--- config.mk ---
export PLATFORM = sky130hd
export DESIGN_NAME = pipe_stage_chain
export DESIGN_NICKNAME = d
export VERILOG_FILES = /design/src/rtl/pipe_stage_chain.sv
export SDC_FILE = /design/constraint.sdc
export NUM_CORES = 1
export LEC_CHECK = 0
export CAP_MARGIN = 20
export CORE_MARGIN = 2
export CORE_UTILIZATION = 50
export CTS_BUF_LIST = sky130_fd_sc_hd__clkbuf_16
export DETAILED_ROUTE_END_ITERATION = 8
export GPL_ROUTABILITY_DRIVEN = 0
export PLACE_DENSITY = 0.85
export SLEW_MARGIN = 5
export SYNTH_ARGS = -nofsm -noshare
export SYNTH_HDL_FRONTEND = slang
export SYNTH_SLANG_ARGS = --single-unit
--- constraint.sdc ---
create_clock -name clock -period 6.75 [get_ports clock]
set_input_delay 1.35 -clock clock [delete_from_list [all_inputs] [get_ports clock]]
set_output_delay 1.35 -clock clock [all_outputs]
set_load 0.01 [all_outputs]
--- src/rtl/pipe_stage_chain.sv ---
// rtl/pipe_stage_chain.sv - elastic valid/ready pipeline register chain with flush and hold
// Stage 0 takes producer data, stage DEPTH-1 feeds the consumer; bubbles collapse toward the output.
module pipe_stage_chain #(
   parameter int WIDTH = 32,
   parameter int DEPTH = 4,
   localparam int CW = $clog2(DEPTH + 1)
) (
   input  logic             clock,
   input  logic             reset,
   input  logic             in_valid,
   output logic             in_ready,
   input  logic [WIDTH-1:0] in_data,
   output logic             out_valid,
   input  logic             out_ready,
   output logic [WIDTH-1:0] out_data,
   input  logic             hold,
   input  logic [DEPTH-1:0] flush,
   output logic [CW-1:0]    occupancy
);

   logic [DEPTH-1:0] valid_q;
   logic [WIDTH-1:0] data_q [DEPTH];
   logic [DEPTH:0]   ready;
   logic [DEPTH-1:0] src_live;
   logic [WIDTH-1:0] src_data [DEPTH];
   logic [DEPTH-1:0] load;
   logic [DEPTH-1:0] valid_d;
   logic [CW-1:0]    occ_d;
   logic             avail;

   // ready[i] flattened: room exists if this stage or any older one is empty, or the consumer takes one
   always_comb begin
      avail = out_ready;
      ready = '0;
      ready[DEPTH] = out_ready & ~hold;
      for (int i = DEPTH - 1; i >= 0; i--) begin
         avail = avail | ~valid_q[i] | flush[i];
         ready[i] = ~hold & avail;
      end
   end

   always_comb begin
      src_live[0] = in_valid;
      src_data[0] = in_data;
      for (int i = 1; i < DEPTH; i++) begin
         src_live[i] = valid_q[i-1] & ~flush[i-1];
         src_data[i] = data_q[i-1];
      end
   end

   always_comb begin
      valid_d = valid_q;
      load    = '0;
      occ_d   = '0;
      for (int i = 0; i < DEPTH; i++) begin
         load[i] = ready[i] & src_live[i];
         if (load[i])
            valid_d[i] = 1'b1;
         else if ((ready[i+1] & valid_q[i]) | flush[i])
            valid_d[i] = 1'b0;
         occ_d = occ_d + CW'(valid_d[i]);
      end
   end

   always_ff @(posedge clock or posedge reset) begin
      if (reset) begin
         valid_q   <= '0;
         occupancy <= '0;
         for (int i = 0; i < DEPTH; i++)
            data_q[i] <= '0;
      end else begin
         valid_q   <= valid_d;
         occupancy <= occ_d;
         for (int i = 0; i < DEPTH; i++)
            if (load[i])
               data_q[i] <= src_data[i];
      end
   end

   assign in_ready  = ready[0];
   assign out_valid = valid_q[DEPTH-1] & ~flush[DEPTH-1] & ~hold;
   assign out_data  = data_q[DEPTH-1];

endmodule

# Word level (Yosys, flattened, before mapping)
# Index checks and enable logic that the tools add are counted.
[totals] output_inout_bits=37 in_bits=41 word_cells=56 ff_bits=135
[classes] bitwise=39 muxes=8 n_addsub=3
[op_table] operator="1-bit AND" count=18
[op_table] operator="1-bit bitwise OR" count=12
[op_table] operator="1-bit NOT" count=9
[op_table] operator="1-bit 2-to-1 mux" count=8
[op_table] operator="2-bit by 1-bit adder with 3-bit output" count=1
[op_table] operator="3-bit by 1-bit adder with 3-bit output" count=1
[op_table] operator="1-bit by 1-bit adder with 2-bit output" count=1

# Logic depth before layout (Yosys ltp)
[depth] depth_word=15 ltp_mapped=8

# Least setup slack after synthesis
# No wires, ideal clock.
[synth_path] kind="input to output" from="input port flush[1]" to="output port in_ready" n_path_buf=0 path_stages=2 required_time_ns=5.400 slack_ns=3.504 arrival_time_ns=1.896 path_cell_list="and4bb_2 > a31oi_1"
[synth_between] elab_chain_len=4
[synth_rtl] item="start, declared" line="17" source="input logic [DEPTH-1:0] flush,"
[synth_rtl] item="1-bit bitwise OR (3 in series)" line="37" source="avail = avail | ~valid_q[i] | flush[i];"
[synth_rtl] item="1-bit AND" line="38" source="ready[i] = ~hold & avail;"
[synth_rtl] item="end, declared" line="11" source="output logic in_ready,"
# Every way passes these cells.

# Worst setup path after layout
[layout_path] from="input port out_ready" to="output port in_ready"
[layout_between] elab_chain_len=9
[layout_rtl] item="start, declared" line="14" source="input logic out_ready,"
[layout_rtl] item="1-bit bitwise OR (8 in series)" line="37"
[layout_rtl] item="1-bit AND" line="38"
# Every way passes these cells.

==> results by group <==
Outcome
  • Status: completed

STA
  • Slew Limit Fails: 0
  • Setup_tns: 0 ns
  • Slew at the pin closest to its max-slew limit: slightly above 0.9 ns
  • Fin. Hold Viols: 0
  • Final min period: between 4 and 5 ns
  • Fmax: 0.2305 GHz
  • Relative max-transition margin: a little under two fifths
  • Tcrit/Tclk final: 64.28%
  • Final setup fails: 0
  • Worst Skew: approximately 0.0097 ns
  • RSZ-0062 raised after global routing: no

Finish
  • Share of cells above drive strength 1: 33.58%
  • Final nets: 440
  • ANT cells: 0
  • P&R area growth vs syn: 22.85%
  • Layout Cells excl Fill: between 500 and 600

Critical path
  • Worst path top cell family by delay: buffers and inverters
  • Crit path top cell by count: clkdlybuf4s50_1
  • Critical path required time: 5.40 ns
  • Nature of the critical path endpoint: output pin
  • WS Path Type: input port to output pin
  • Crit-path max FO: 7
  • Crit path buf inv count: 2
  • CP max stage delay: about 0.53 ns
  • Worst path slowest cell: clkdlybuf4s50_1
  • CP Launch Type: input port
  • Worst Path Arrival: ~3 ns
  • CP Cell Sequence: clkdlybuf4s50_1 -> nor3b_4 -> a31oi_1 -> clkdlybuf4s50_1

Die
  • # rows: 38
  • Initial Utilization: around half
  • Chip Width: between 100 and 150 µm
  • Die Ht: ~110 µm
  • Io pins: 78
  • Placeable Area: around 11000 µm²
  • Die ar.: around 12000 µm²

CTS
  • Clock root buffer: clkbuf_16
  • Inserted Clock Buffers: 17
  • Clk sinks: ~140
  • Worst-path clk slew: 0.05 ns
  • CTS max path bufs: 2
  • Setup repair bufs after CTS: 0
  • CTS H-Tree Depth: 4
  • CTS tree: built
  • Hold_buf cts: 0
  • Post-cts sizing count: 0
  • Clock insertion delay at the later pin of the skew report: between 0.4 and 0.5 ns

Synth
  • Yosys top cell area share: a little over 60%
  • Synth Flop Type: dfrtp_1
  • Synth Warn #: 0
  • EDFF count, synth: 0
  • Xor and xnor area share after synthesis: 0%
  • Ys async rst share: 100.0%
  • Yosys cell types: 27
  • Post-synthesis net count: just under 400
  • Simple-gate portion of the synthesized area: 1.662%
  • Seq cells post-synth: around 140
  • Mux cell area share after synthesis: a little over a quarter
  • Avg Synthesized Cell Area: 15.90 µm²
  • Post-Synth Adder-Cell Area: less than 1%
  • Post-synthesis sequential area ratio: between 60% and 70%
  • Synthesized instance count: roughly 340
  • Largest family of logic cells by synthesized area: multiplexers
  • Synth Cell Area: ~5400 µm²
  • Leading cell types by count after synthesis: dfrtp_1, mux2_2, buf_4
  • Synth area leaders: dfrtp_1, mux2_2, mux2_1
  • Largest area contributor in the netlist: dfrtp_1
  • Synthesized-area fraction occupied by ao, oa, aoi and oai cells: 2.100%
  • Dominant cell by count in the synthesized netlist: dfrtp_1

Run
  • Max_cap viols: 0

Power
  • Peak supply drop: 0.0002245 V
  • Pleak: around 0.003 µW
  • Pwr/cell area: between 300 and 400 nW/µm²

Route
  • WL met3: about 530 µm
  • Routed len/inst: approximately 17 µm
  • Uppermost layer routed: met4
  • Via Count: about 2.8k
  • Via density per instance: about 5.2
  • Total wire length: around 9500 µm
  • DRT Pass-1 Iters: 4
  • Initial drt markers: 105
  • Drc violations: 0
  • DRT met1 WL: 4095 µm
  • Final ANT Viol Nets: 0
  • Wire length on met2: between 4000 and 5000 µm

GRT
  • Initial antenna violation count: 0
  • First-pass GRT wire length: between 15000 and 20000 µm
  • Vias in the first global route: 3113
  • Largest net degree at the start of global routing: between 80 and 90
  • Grt ovf: 0
  • Total GRT Usage: roughly 18%

Hold path
  • HP Class: flop to flop

Placement
  • Placed Cells: between 500 and 600
  • HPWL after DPL: 5991 µm
  • IO buf count: 77
-- sequential cells by signal (all words and copies together), names as in the netlist --
signal / count
valid_q: 4
occupancy: 3
out_data: 32
data_q: 96
-- layout make-up --
| cell class | instances | area (µm²) |
|---|---|---|
| clock inverters | 14 | 137.6 |
| inverters | 4 | 20.02 |
| flip-flops and latches | 135 | 3378 |
| repair buffers | 81 | 820.8 |
| well taps | 140 | 175.2 |
| fillers | 801 | 4038 |
| multi-input cells | 157 | 1703 |
| clock buffers | 17 | 425.4 |
-- cell usage in the layout, fill, tap and decap left out, drive strengths merged, types with 3 or more instances in the layout --
| master | count |
|---|---|
| a21oi | 3 |
| clkinv | 9 |
| mux2 | 128 |
| inv | 5 |
| clkdlybuf4s50 | 77 |
| clkbuf | 17 |
| dfrtp | 135 |
| o21ai | 4 |
| buf | 4 |
| nand2b | 4 |
-- final timing paths --
path                                                 to               startpoint  cells past startpoint  slack (ns)
max in group asynchronous        data_q[70]$_DFFE_PP0P_                    reset                      3        4.15
worst max-delay path                           in_ready                out_ready                      4        2.41
worst min-delay path            data_q[114]$_DFFE_PP0P_  data_q[114]$_DFFE_PP0P_                      1        0.48
worst min register to register  data_q[114]$_DFFE_PP0P_  data_q[114]$_DFFE_PP0P_                      1        0.48
min in group asynchronous       data_q[108]$_DFFE_PP0P_                    reset                      2        1.44
worst max register to register   data_q[91]$_DFFE_PP0P_     valid_q[2]$_DFF_PP0_                      4        4.33
-- through the flow --
step / utilization, % / area [µm²] / setup slack (ns) / hold slack, ns / total power (µW)
after global placement: 56.74 / 6070 / 2.447 / 0.4618 / 1365
after floorplan: - / 5421 / 1.789 / 0.4522 / 1293
after CTS: 62.26 / 6660 / 2.386 / 0.4867 / 2285
final: 62.26 / 6660 / 2.411 / 0.4810 / 2253
after global routing: 62.26 / 6660 / 2.344 / 0.5024 / 2363
after detailed placement: 56.99 / 6097 / 2.390 / 0.4708 / 1395
-- routing by layer --
layer / GRT usage, % / vias to the layer above
met3: 6.028 / 14
met2: 29.29 / 68
met5: 0 / -
met1: 22.66 / 1481
met4: 8.425 / 0
li1: - / 1266
-- where the power goes --
group	leakage [µW]	switching, µW	total [µW]	internal, µW
logic	0.00103	98.8	290	192
clock network	0.000277	337	874	537
registers	0.00171	93.2	1090	996
-- logic make-up (layout without fill, tap and decap cells) --
kind of cell / after synthesis / in the layout
AO/OA/AOI/OAI: 14 / 14
flip-flops: 135 / 135
adder cells (fa/ha/maj): 3 / 3
buffers and inverters: 49 / 116
multiplexers: 128 / 128
AND/OR/NAND/NOR: 12 / 12
Note: power is estimated with default switching activity, not from simulation.
